### src/rtl/neuron_pkg.sv
// Shared types and helpers for the spiking-neuron family: state encoding,
// default widths and a width-generic saturating adder.
package neuron_pkg;

  typedef enum logic {
    INTEGRATE  = 1'b0,
    REFRACTORY = 1'b1
  } neuron_state_e;

  localparam int DATA_W    = 8;
  localparam int POT_W_DEF = 12;
  localparam int COUNT_W   = 8;

  // Operands are zero-extended into 32 bits; the result clamps at 2^width-1.
  function automatic logic [31:0] sat_add(input logic [31:0] a,
                                          input logic [31:0] b,
                                          input int unsigned width);
    logic [32:0] full;
    logic [31:0] max_val;
    full    = {1'b0, a} + {1'b0, b};
    max_val = (width >= 32) ? '1 : ((32'd1 << width) - 32'd1);
    return (full > {1'b0, max_val}) ? max_val : full[31:0];
  endfunction

endpackage

### src/rtl/lif_neuron.sv
// Leaky integrate-and-fire neuron: saturating accumulate, floored leak,
// threshold compare, one-cycle spike and a fixed-length refractory window.
module lif_neuron
  import neuron_pkg::*;
#(
  parameter int POT_W          = POT_W_DEF,
  parameter int REFRACT_CYCLES = 3
) (
  input  logic               clk_i,
  input  logic               rst_ni,
  input  logic               en_i,
  input  logic               valid_i,
  input  logic [DATA_W-1:0]  data_i,
  input  logic [POT_W-1:0]   threshold_i,
  input  logic [DATA_W-1:0]  leak_i,
  output logic               spike_o,
  output logic [POT_W-1:0]   potential_o,
  output logic               refractory_o,
  output logic [COUNT_W-1:0] spike_count_o
);

  localparam int CNT_W = (REFRACT_CYCLES > 0) ? $clog2(REFRACT_CYCLES + 1) : 1;

  neuron_state_e      state_q;
  logic [CNT_W-1:0]   refr_cnt_q;
  logic [POT_W-1:0]   pot_q;
  logic               spike_q;
  logic [COUNT_W-1:0] count_q;

  logic [POT_W-1:0] add_val;
  logic [POT_W-1:0] leak_ext;
  logic [POT_W-1:0] sum;
  logic [POT_W-1:0] next_pot;
  logic             fire;

  // Addition saturates first, then the leak is removed with a floor at zero.
  always_comb begin
    add_val  = valid_i ? POT_W'(data_i) : '0;
    leak_ext = POT_W'(leak_i);
    sum      = POT_W'(sat_add(32'(pot_q), 32'(add_val), POT_W));
    next_pot = (sum > leak_ext) ? (sum - leak_ext) : '0;
    fire     = (next_pot >= threshold_i);
  end

  always_ff @(posedge clk_i or negedge rst_ni) begin
    if (!rst_ni) begin
      state_q    <= INTEGRATE;
      refr_cnt_q <= '0;
      pot_q      <= '0;
      spike_q    <= 1'b0;
      count_q    <= '0;
    end else begin
      spike_q <= 1'b0;
      if (en_i) begin
        case (state_q)
          INTEGRATE: begin
            if (fire) begin
              pot_q   <= '0;
              spike_q <= 1'b1;
              count_q <= count_q + COUNT_W'(1);
              if (REFRACT_CYCLES > 0) begin
                state_q    <= REFRACTORY;
                refr_cnt_q <= CNT_W'(REFRACT_CYCLES);
              end
            end else begin
              pot_q <= next_pot;
            end
          end
          REFRACTORY: begin
            pot_q      <= '0;
            refr_cnt_q <= refr_cnt_q - CNT_W'(1);
            if (refr_cnt_q == CNT_W'(1)) begin
              state_q <= INTEGRATE;
            end
          end
          default: state_q <= INTEGRATE;
        endcase
      end
    end
  end

  assign spike_o       = spike_q;
  assign potential_o   = pot_q;
  assign refractory_o  = (state_q == REFRACTORY);
  assign spike_count_o = count_q;

endmodule

### config.mk
export PLATFORM = sky130hd
export DESIGN_NAME = lif_neuron
export DESIGN_NICKNAME = d
export VERILOG_FILES = /design/src/rtl/neuron_pkg.sv /design/src/rtl/lif_neuron.sv
export SDC_FILE = /design/constraint.sdc
export NUM_CORES = 1
export LEC_CHECK = 0
export ABC_AREA = 0
export BUFFER_PORTS_ARGS = -buffer_cell sky130_fd_sc_hd__buf_2
export CORE_MARGIN = 2
export CORE_UTILIZATION = 59
export DETAILED_ROUTE_END_ITERATION = 10
export GPL_TIMING_DRIVEN = 0
export HOLD_SLACK_MARGIN = 0.08
export PLACE_DENSITY = 0.86
export SLEW_MARGIN = 10
export SYNTH_ARGS = -nofsm -noshare
export SYNTH_HDL_FRONTEND = slang
export SYNTH_SLANG_ARGS = --single-unit
### constraint.sdc
create_clock -name clk_i -period 7.6 [get_ports clk_i]
set_input_delay 1.14 -clock clk_i [delete_from_list [all_inputs] [get_ports clk_i]]
set_output_delay 1.14 -clock clk_i [all_outputs]
set_load 0.01 [all_outputs]
==> results.md, run 1 <==
- DRC marker count from the first detailed-route iteration: 107
- Area fraction of the dominant cell type after synthesis: 24.9%
- Cells after Synth: 287
- Count of inserted antenna diode cells: 0
- Crit path largest cell delay: 0.44 ns
- Cell Area, Placed: 0.00274 sq mm
- Summed area of non-filler cells in the final layout: 0.00282 sq mm
- Cell row count: 23
- CP startpoint kind: input port
- Starting density of the core: 60.8%
- Cell variety after synth: 50
- Total CTS buffers: 3
- Largest buffer count on any clock path: 2
- Mapped cell area: 0.00242 sq mm
- Tcrit/Tclk final: 89.8%
- Setup violation total in the final timing report: 0
- Largest delay contributor family on the critical path: compound AO/OA/AOI/OAI gates
- Die span in y: 68.0 microns
- Floorplan Core Area: 0.00397 sq mm
- Cell with the largest stage delay on the worst path: sky130_fd_sc_hd__o21ai_0
- Highest Clock Rate: 147 MHz
- Area used by sequential logic in the layout: 601 sq um
- Post-layout nets: 410
- Via count of the first global-routing pass: 2101
- Count of buffers inserted at the top-level ports: 53
- Leakage power total: 1.47 nW
- 1st-pass router iterations: 4
- Ratio of routed vias to standard cells: 5.82
- Layout-stage area growth over the synthesis result: 16.5%
- Power per cell area: 304 mW/mm^2
- Critical register-to-register path startpoint: potential_o[0]
- Fraction of layout cells with a size suffix above 1: 19.5%
- Die Span X: 68.0 microns
- First-pass GRT wire length: 9200 microns
- Class of the most critical setup path: in2reg
- Path type of the worst min-delay path: reg2reg
- Detail-routed net length per standard cell: 14.6 microns
- CTS sink cnt: 24
- Global route overflow: 0
- Fraction of power consumed by combinational cells: 63.4%
- Gpl congestion: 0.902
- Number of storage elements in the synthesis netlist: 24
- Core Util, Final: 70.9%
- Reg-to-reg critical path endpoint: potential_o[9]
- Warnings, synthesis: 0
- Pin count of the biggest net entering global routing: 25
- Routed wire length: 5760 microns
- Worst Hold Margin: 0.490 ns
- Number of nets in the synthesized netlist: 352
- Worst Slack Setup Final: 0.776 ns
- Final critical-path required period: 6.82 ns
- Root cell of the clock tree: sky130_fd_sc_hd__clkbuf_8
- Vias: 2295
- Int Power: 0.463 mW
- Num ports: 54
- Total Die Area: 0.00462 sq mm
- Rel. slew slack: 61.7%
- Combined global-route utilization of all metal layers: 25.9%
- Result of the run: finished, final reports clean
- Async set-or-reset flop fraction in the synthesized netlist: 100%
- Worst clock skew: 0.00226 ns
- Most used flip-flop cell after synthesis: sky130_fd_sc_hd__dfrtp_1
- Maximum level of the CTS H-tree: 1
- Pins Over Slew Limit: 0
- Endpoint class of the critical path: flip-flop
- Final setup TNS: 0 ns
- Most frequent cell on the critical path: sky130_fd_sc_hd__a21oi_1
- Yosys top cell by area: sky130_fd_sc_hd__dfrtp_1
- Filler Cell Count: 308
- Number of cells on the worst reg-to-reg path: 26
- Detail Route Antenna Nets: 0
- Cell depth of the worst min-delay path: 1
- Proportion of power drawn by flip-flops and latches: 23.2%
- Seq/Total Area, Yosys: 24.9%
- Endpoint of the worst hold path: spike_count_o[7]
- Tightest Pin Transition: 0.574 ns
- Arrival time worst endpoint: 7.01 ns
- Switching part of the total power: 45.9%
- Drc violations: 0
- Total area of multi-input combinational cells: 0.00168 sq mm
- Post-synthesis average cell area: 8.42 sq um
- CTS clk-pin slew, worst paths: 0.09 ns
- Worst Path Max Fanout: 10
- Clock tree from TritonCTS: yes
- Required time at the endpoint of the critical path: 7.78 ns
- Crit path buf inv count: 6
- Number of gates resized after CTS: 0
- Setup WS pre-CTS: 0.510 ns
- Part of the total power dissipated in the clock network: 13.4%
- Post-placement cell count: 390
- VDD IR max: 224 uV
- Number of antenna violations at the first check in global routing: 0
- Synth area leaders: sky130_fd_sc_hd__dfrtp_1, sky130_fd_sc_hd__ha_1, sky130_fd_sc_hd__xnor2_1
- Post-detailed-placement half-perimeter wirelength: 4610 microns
- EDFF count, synth: 0
- Number of max-cap violations: 0
- Endpoints failing hold: 0
- Post-CTS Hold Buffers: 0
- Clk Latency, worst-skew pair: 0.27 ns
- Worst hold path startpoint: spike_count_o[7]
- Number of buffers inserted to repair setup after CTS: 0
- Unrepaired setup endpoints after global routing: false
- Final Instance Count excl. Fillers: 394
- Final Power: 0.854 mW
- P_sw: 0.392 mW
- Internal reg-to-reg setup slack: 1.53 ns
routing by layer:
metal | up-vias | track usage (%) | part of all wire (%)
met5 | - | 0 | 0
met4 | 0 | 8.50 | 1.9
met3 | 11 | 2.80 | 6.5
met2 | 86 | 44.3 | 46
met1 | 1049 | 34.2 | 45
li1 | 1149 | - | -
synth_stat cells (4+ instances only):
master,instances
sky130_fd_sc_hd__a211o_1,4
sky130_fd_sc_hd__a211oi_1,6
sky130_fd_sc_hd__a21o_1,6
sky130_fd_sc_hd__a21oi_1,20
sky130_fd_sc_hd__and2_1,9
sky130_fd_sc_hd__dfrtp_1,24
sky130_fd_sc_hd__ha_1,31
sky130_fd_sc_hd__inv_1,27
sky130_fd_sc_hd__nand2_1,20
sky130_fd_sc_hd__nand2b_1,9
sky130_fd_sc_hd__nand3_1,6
sky130_fd_sc_hd__nand4_1,5
sky130_fd_sc_hd__nor2_1,25
sky130_fd_sc_hd__nor3_1,6
sky130_fd_sc_hd__o21ai_0,11
sky130_fd_sc_hd__o2bb2ai_1,9
sky130_fd_sc_hd__xnor2_1,12
sky130_fd_sc_hd__xor2_1,10
how the worst max path moves through the flow:
stage,start,endpoint,slack [ns],cells past startpoint
2_1_floorplan,data_i[0],potential_o[1],1.46,27
3_3_place_gp,valid_i,spike_count_o[7],0.62,27
3_5_place_dp,valid_i,spike_count_o[6],0.51,27
4_1_cts,valid_i,spike_count_o[7],0.78,27
5_1_grt,valid_i,spike_count_o[7],0.30,27
6_report,valid_i,potential_o[9],0.78,28
power groups by stage:
stage | registers [mW] | clock network [mW] | logic [mW]
after floorplan | 0.206 | 0 | 0.393
after global placement | 0.199 | 0 | 0.516
after detailed placement | 0.200 | 0 | 0.531
after CTS | 0.199 | 0.116 | 0.538
after global routing | 0.204 | 0.119 | 0.613
final | 0.199 | 0.114 | 0.542
cells in the final DEF, fill, tap and decap left out, types with 4 or more instances in the layout:
| cell type | netlist | final |
|---|---|---|
| sky130_fd_sc_hd__a211o_1 | 4 | 4 |
| sky130_fd_sc_hd__a211oi_1 | 6 | 6 |
| sky130_fd_sc_hd__a21o_1 | 6 | 6 |
| sky130_fd_sc_hd__a21oi_1 | 20 | 20 |
| sky130_fd_sc_hd__and2_1 | 9 | 9 |
| sky130_fd_sc_hd__buf_2 | 1 | 54 |
| sky130_fd_sc_hd__dfrtp_1 | 24 | 24 |
| sky130_fd_sc_hd__ha_1 | 31 | 31 |
| sky130_fd_sc_hd__inv_1 | 27 | 27 |
| sky130_fd_sc_hd__nand2_1 | 20 | 20 |
| sky130_fd_sc_hd__nand2b_1 | 9 | 9 |
| sky130_fd_sc_hd__nand3_1 | 6 | 6 |
| sky130_fd_sc_hd__nand4_1 | 5 | 5 |
| sky130_fd_sc_hd__nor2_1 | 25 | 25 |
| sky130_fd_sc_hd__nor3_1 | 6 | 6 |
| sky130_fd_sc_hd__o21ai_0 | 11 | 11 |
| sky130_fd_sc_hd__o2bb2ai_1 | 9 | 9 |
| sky130_fd_sc_hd__xnor2_1 | 12 | 12 |
| sky130_fd_sc_hd__xor2_1 | 10 | 10 |
worst reg2reg max path, stage by stage (launching register included):
cell                       delay, ns
sky130_fd_sc_hd__dfrtp_1        0.39
sky130_fd_sc_hd__ha_1           0.24
sky130_fd_sc_hd__inv_1          0.07
sky130_fd_sc_hd__fa_1           0.39
sky130_fd_sc_hd__nand2b_1       0.19
sky130_fd_sc_hd__a21o_1         0.23
sky130_fd_sc_hd__a211o_1        0.27
sky130_fd_sc_hd__clkbuf_1       0.23
sky130_fd_sc_hd__nand2_1        0.17
sky130_fd_sc_hd__inv_1          0.07
sky130_fd_sc_hd__fa_1           0.42
sky130_fd_sc_hd__nand2b_1       0.17
sky130_fd_sc_hd__a21oi_1        0.27
sky130_fd_sc_hd__a21oi_1        0.19
sky130_fd_sc_hd__o21ai_0        0.44
sky130_fd_sc_hd__nor3_1         0.14
sky130_fd_sc_hd__buf_2          0.21
sky130_fd_sc_hd__nor2_1         0.12
sky130_fd_sc_hd__ha_1           0.26
sky130_fd_sc_hd__a211o_1        0.30
sky130_fd_sc_hd__o211ai_1       0.08
sky130_fd_sc_hd__a21oi_1        0.11
sky130_fd_sc_hd__o31a_1         0.30
sky130_fd_sc_hd__nor2_1         0.29
sky130_fd_sc_hd__o31ai_4        0.13
sky130_fd_sc_hd__buf_6          0.16
sky130_fd_sc_hd__o22ai_1        0.15
flip-flops by register name, indices dropped and copies added, names as in the netlist:
signal         flops
potential_o       12
spike_count_o      8
refr_cnt_q         2
refractory_o       1
spike_o            1
cell type report:
| class | count | share of cell area, % |
|---|---|---|
| multi-input cells | 230 | 59.8 |
| flip-flops and latches | 24 | 21.3 |
| plain buffers | 6 | 1.11 |
| well taps | 50 | 2.22 |
| inverters | 27 | 3.60 |
| clock buffers | 3 | 1.47 |
| clock inverters | 1 | 1.07 |
| repair buffers | 53 | 9.42 |
cell families after synthesis:
| family | after synthesis | share of synthesized area [%] |
|---|---|---|
| mux | 3 | 1.35 |
| fa+ha+maj | 33 | 17.7 |
| xor+xnor | 22 | 7.97 |
| buf+inv | 33 | 5.49 |
| simple gates | 89 | 18.0 |
| compound gates | 83 | 24.7 |
| flops | 24 | 24.9 |
Note: power is estimated with default switching activity, not from simulation.
==> inputs of run 2 (changes only) <==
CORE_UTILIZATION = 45   (was 59)
PLACE_DENSITY = 0.68   (was 0.86)
==> results.md, run 2 (synthesized netlist as in run 1, its figures left out) <==
- Number of max-cap violations: 0
- Maximum level of the CTS H-tree: 1
- Worst hold path startpoint: spike_count_o[7]
- Number of antenna violations at the first check in global routing: 0
- Combined global-route utilization of all metal layers: 20.4%
- First-pass GRT wire length: 10000 microns
- Detail-routed net length per standard cell: 13.9 microns
- Global-route track usage on met1: 29.0%
- Layout-stage area growth over the synthesis result: 17.6%
- Floorplan Core Area: 0.00514 sq mm
- Detail Route Antenna Nets: 0
- Gpl congestion: 0.817
- Class of the most critical setup path: in2reg
- Die span in y: 77.3 microns
- CTS clk-pin slew, worst paths: 0.09 ns
- Worst Path Max Fanout: 10
- Cell depth of the worst min-delay path: 1
- Final critical-path required period: 6.98 ns
- Result of the run: finished, final reports clean
- Worst clock skew: 0.00352 ns
- Power per cell area: 301 mW/mm^2
- Number of buffers inserted to repair setup after CTS: 0
- Crit path buf inv count: 6
- Rel. slew slack: 61.7%
- Endpoint class of the critical path: flip-flop
- VDD IR max: 183 uV
- Endpoints failing hold: 0
- Count of buffers inserted at the top-level ports: 53
- CTS sink cnt: 24
- Highest Clock Rate: 143 MHz
- Starting density of the core: 47.0%
- Routed wire length: 5740 microns
- Vias: 2219
- Final Instance Count excl. Fillers: 414
- Number of gates resized after CTS: 0
- Pins Over Slew Limit: 0
- Commonest non-fill, non-tap cell in the layout: sky130_fd_sc_hd__buf_2
- Tightest Pin Transition: 0.569 ns
- Global route overflow: 0
- Post-placement cell count: 410
- Arrival time worst endpoint: 7.18 ns
- Flip-flop count of the largest register, all copies and words added: 12
- Post-CTS Hold Buffers: 0
- Met2 Use GR: 33.8%
- 1st-pass router iterations: 5
- Most frequent cell on the critical path: sky130_fd_sc_hd__a21oi_1
- Cell with the largest stage delay on the worst path: sky130_fd_sc_hd__o21ai_0
- Root cell of the clock tree: sky130_fd_sc_hd__clkbuf_8
- Via count of the first global-routing pass: 2206
- Pin count of the biggest net entering global routing: 25
- Final setup TNS: 0 ns
- Path type of the worst min-delay path: reg2reg
- Post-layout nets: 410
- Count of inserted antenna diode cells: 0
- Core Util, Final: 55.3%
- Clock tree from TritonCTS: yes
- Internal reg-to-reg setup slack: 1.34 ns
- Unrepaired setup endpoints after global routing: false
- Tcrit/Tclk final: 91.9%
- Fraction of layout cells with a size suffix above 1: 19.5%
- Drc violations: 0
- CP startpoint kind: input port
- Endpoint of the worst hold path: spike_count_o[7]
- Number of cells on the worst reg-to-reg path: 26
- Post-detailed-placement half-perimeter wirelength: 4620 microns
- Die Span X: 77.3 microns
- Largest delay contributor family on the critical path: compound AO/OA/AOI/OAI gates
- DRC marker count from the first detailed-route iteration: 146
- Crit path largest cell delay: 0.51 ns
- Critical register-to-register path startpoint: potential_o[0]
- Summed area of non-filler cells in the final layout: 0.00284 sq mm
- Largest buffer count on any clock path: 2
- Cell Area, Placed: 0.00277 sq mm
- Global-route layer with the greatest usage: met2
- Leading cell types in the layout, fill and taps excluded: sky130_fd_sc_hd__buf_2, sky130_fd_sc_hd__ha_1, sky130_fd_sc_hd__inv_1, sky130_fd_sc_hd__nor2_1, sky130_fd_sc_hd__dfrtp_1
- Cell row count: 26
- Leakage power total: 1.47 nW
- Met3 routing resource usage after global routing: 1.41%
- Num ports: 54
- Reg-to-reg critical path endpoint: potential_o[10]
- Setup violation total in the final timing report: 0
- Total Die Area: 0.00597 sq mm
- Ratio of routed vias to standard cells: 5.36
- Total CTS buffers: 3
- Required time at the endpoint of the critical path: 7.79 ns
- Clk Latency, worst-skew pair: 0.27 ns
## run 2: cell counts in the layout (fill, tap and decap cells not counted)
Identical to the previous run, type by type.
## run 2: metal layers
layer | vias up | routed length (microns)
li1 | 1147 | -
met1 | 1022 | 2930
met2 | 46 | 2550
met3 | 4 | 207
met4 | 0 | 50
met5 | - | 0
## run 2: area by class of cell
cell class / instances / area (sq um)
Buffer: 6 / 31.3
Clock buffer: 3 / 41.3
Clock inverter: 1 / 30.0
Fill cell: 537 / 2300
Inverter: 27 / 101
Multi-Input combinational cell: 230 / 1680
Sequential cell: 24 / 601
Tap cell: 70 / 87.6
Timing Repair Buffer: 53 / 265
## run 2: power breakdown
part / total (mW) / switching, mW / internal [mW]
logic: 0.542 / 0.313 / 0.230
registers: 0.198 / 0.0362 / 0.162
clock network: 0.114 / 0.0440 / 0.0704
## run 2: through the flow
stage                     setup slack (ns)  total power, mW  hold WS, ns
final                                0.616            0.855        0.466
after global routing                 0.167            0.937        0.519
after CTS                            0.681            0.853        0.470
after detailed placement             0.466            0.734        0.457
after global placement               0.506            0.725        0.452
after floorplan                       1.46            0.598        0.465
## run 2: how the worst max path moves through the flow
| stage | from | to | slack (ns) | cells after the start |
|---|---|---|---|---|
| global placement | valid_i | spike_count_o[7] | 0.51 | 27 |
| floorplan | data_i[0] | potential_o[1] | 1.46 | 27 |
| global route | valid_i | spike_count_o[7] | 0.17 | 27 |
| finish | valid_i | potential_o[10] | 0.62 | 28 |
| CTS | valid_i | potential_o[10] | 0.68 | 28 |
| detailed placement | valid_i | potential_o[10] | 0.47 | 28 |
==> inputs of run 3 (changes only) <==
BUFFER_PORTS_ARGS = -buffer_cell sky130_fd_sc_hd__buf_4   (was -buffer_cell sky130_fd_sc_hd__buf_2)
==> results.md, run 3 (synthesized netlist as in run 1, its figures left out) <==
- Cell depth of the worst min-delay path: 1
- Die span in y: 77.3 microns
- Worst setup path startpoint: valid_i
- Clock tree from TritonCTS: yes
- Num ports: 54
- Leading cell types in the layout, fill and taps excluded: sky130_fd_sc_hd__buf_4, sky130_fd_sc_hd__ha_1, sky130_fd_sc_hd__inv_1, sky130_fd_sc_hd__nor2_1, sky130_fd_sc_hd__dfrtp_1
- Total CTS buffers: 3
- Post-placement cell count: 410
- Routed wire length: 5900 microns
- VDD IR max: 214 uV
- Layout-stage area growth over the synthesis result: 23.0%
- Maximum level of the CTS H-tree: 1
- Power per cell area: 294 mW/mm^2
- Flip-flop count of the largest register, all copies and words added: 12
- Final critical-path required period: 6.82 ns
- CTS sink cnt: 24
- Final Instance Count excl. Fillers: 414
- Count of inserted antenna diode cells: 0
- DRC marker count from the first detailed-route iteration: 92
- Class of the most critical setup path: in2reg
- Starting density of the core: 47.0%
- Setup violation total in the final timing report: 0
- Detail Route Antenna Nets: 0
- Path type of the worst min-delay path: reg2reg
- Pin count of the biggest net entering global routing: 25
- Cell row count: 26
- Commonest non-fill, non-tap cell in the layout: sky130_fd_sc_hd__buf_4
- Post-detailed-placement half-perimeter wirelength: 4820 microns
- Highest Clock Rate: 147 MHz
- Worst clock skew: 0.00295 ns
- Endpoint of the worst hold path: spike_count_o[7]
- Final setup TNS: 0 ns
- Endpoint class of the critical path: flip-flop
- Fraction of layout cells with a size suffix above 1: 19.5%
- Pins Over Slew Limit: 0
- Drc violations: 0
- Root cell of the clock tree: sky130_fd_sc_hd__clkbuf_8
- Number of cells on the worst reg-to-reg path: 25
- Largest delay contributor family on the critical path: compound AO/OA/AOI/OAI gates
- Clk Latency, worst-skew pair: 0.27 ns
- Required time at the endpoint of the critical path: 7.80 ns
- Worst hold path startpoint: spike_count_o[7]
- Most frequent cell on the critical path: sky130_fd_sc_hd__nand2b_1
- Detail-routed net length per standard cell: 14.3 microns
- Endpoints failing hold: 0
- Number of buffers inserted to repair setup after CTS: 0
- Crit path buf inv count: 5
- Tcrit/Tclk final: 89.7%
- Post-layout nets: 410
- Tightest Pin Transition: 0.498 ns
- Worst Path Max Fanout: 10
- Critical register-to-register path startpoint: potential_o[0]
- Via count of the first global-routing pass: 2150
- Rel. slew slack: 66.8%
- Filler Cell Count: 507
- Unrepaired setup endpoints after global routing: false
- Internal reg-to-reg setup slack: 1.43 ns
- Ratio of routed vias to standard cells: 5.40
- Number of antenna violations at the first check in global routing: 0
- Count of buffers inserted at the top-level ports: 53
- Floorplan Core Area: 0.00514 sq mm
- Cell with the largest stage delay on the worst path: sky130_fd_sc_hd__o21ai_0
- Number of max-cap violations: 0
- Arrival time worst endpoint: 7.02 ns
- Crit path largest cell delay: 0.44 ns
- Reg-to-reg critical path endpoint: spike_count_o[7]
- CP startpoint kind: input port
- Number of gates resized after CTS: 0
- Global route overflow: 0
- First-pass GRT wire length: 10100 microns
- Die Span X: 77.3 microns
- CTS clk-pin slew, worst paths: 0.09 ns
- Largest buffer count on any clock path: 2
- Post-CTS Hold Buffers: 0
- Gpl congestion: 0.834
- Result of the run: finished, final reports clean
- Leakage power total: 1.50 nW
- Vias: 2235
- Combined global-route utilization of all metal layers: 20.7%
- 1st-pass router iterations: 4
- Total Die Area: 0.00597 sq mm
==> run 3: layout make-up <==
cell class / count / area [sq um] / area share, %
clock inverters: 1 / 30.0 / 1.01
plain buffers: 6 / 31.3 / 1.05
clock buffers: 3 / 41.3 / 1.39
multi-input cells: 230 / 1680 / 56.6
repair buffers: 53 / 398 / 13.4
inverters: 27 / 101 / 3.41
flip-flops and latches: 24 / 601 / 20.2
well taps: 70 / 87.6 / 2.95
==> run 3: how the worst max path moves through the flow <==
stage	endpoint	slack, ns	depth (start not counted)
after floorplan	potential_o[1]	1.46	27
after global placement	spike_count_o[7]	0.53	27
after detailed placement	spike_count_o[7]	0.52	27
after CTS	spike_count_o[7]	0.78	27
after global routing	spike_count_o[7]	0.21	27
final	spike_count_o[7]	0.78	27
==> run 3: report_power, final <==
part           switching, mW  leakage (nW)  total, mW  internal (mW)
clock                 0.0430        0.0357      0.113         0.0705
sequential            0.0389         0.318      0.201          0.162
combinational          0.312          1.14      0.560          0.248
==> run 3: metal layers <==
metal  GRT usage (%)  share of wire [%]
met1            29.8                 49
met2            33.0                 46
met3            2.82                4.9
met4            4.82               0.83
met5               0                  0
==> run 3: worst register-to-register path: stages, from the launching register on <==
cell and delay (ns):
sky130_fd_sc_hd__dfrtp_1 0.43, sky130_fd_sc_hd__ha_1 0.24, sky130_fd_sc_hd__inv_1 0.07, sky130_fd_sc_hd__fa_1 0.40
sky130_fd_sc_hd__nand2b_1 0.20, sky130_fd_sc_hd__a21o_1 0.23, sky130_fd_sc_hd__a211o_1 0.27, sky130_fd_sc_hd__clkbuf_1 0.22
sky130_fd_sc_hd__nand2_1 0.18, sky130_fd_sc_hd__inv_1 0.07, sky130_fd_sc_hd__fa_1 0.42, sky130_fd_sc_hd__nand2b_1 0.17
sky130_fd_sc_hd__a21oi_1 0.28, sky130_fd_sc_hd__a21oi_1 0.21, sky130_fd_sc_hd__o21ai_0 0.44, sky130_fd_sc_hd__nor3_1 0.15
sky130_fd_sc_hd__or2_2 0.30, sky130_fd_sc_hd__ha_1 0.26, sky130_fd_sc_hd__nand2b_1 0.10, sky130_fd_sc_hd__nand3_1 0.07
sky130_fd_sc_hd__a211oi_1 0.34, sky130_fd_sc_hd__o311a_1 0.23, sky130_fd_sc_hd__clkbuf_1 0.28, sky130_fd_sc_hd__nand4_1 0.21
sky130_fd_sc_hd__nor2_1 0.17, sky130_fd_sc_hd__xor2_1 0.15
==> run 3: stage by stage <==
| stage | area (sq um) | setup slack, ns | power [mW] | utilization (%) | hold WS [ns] |
|---|---|---|---|---|---|
| after floorplan | 2420 | 1.46 | 0.598 | - | 0.465 |
| after global placement | 2900 | 0.532 | 0.749 | 56.5 | 0.460 |
| after detailed placement | 2900 | 0.516 | 0.758 | 56.5 | 0.471 |
| after CTS | 2970 | 0.778 | 0.877 | 57.8 | 0.484 |
| after global routing | 2970 | 0.206 | 0.966 | 57.8 | 0.516 |
| final | 2970 | 0.782 | 0.874 | 57.8 | 0.476 |
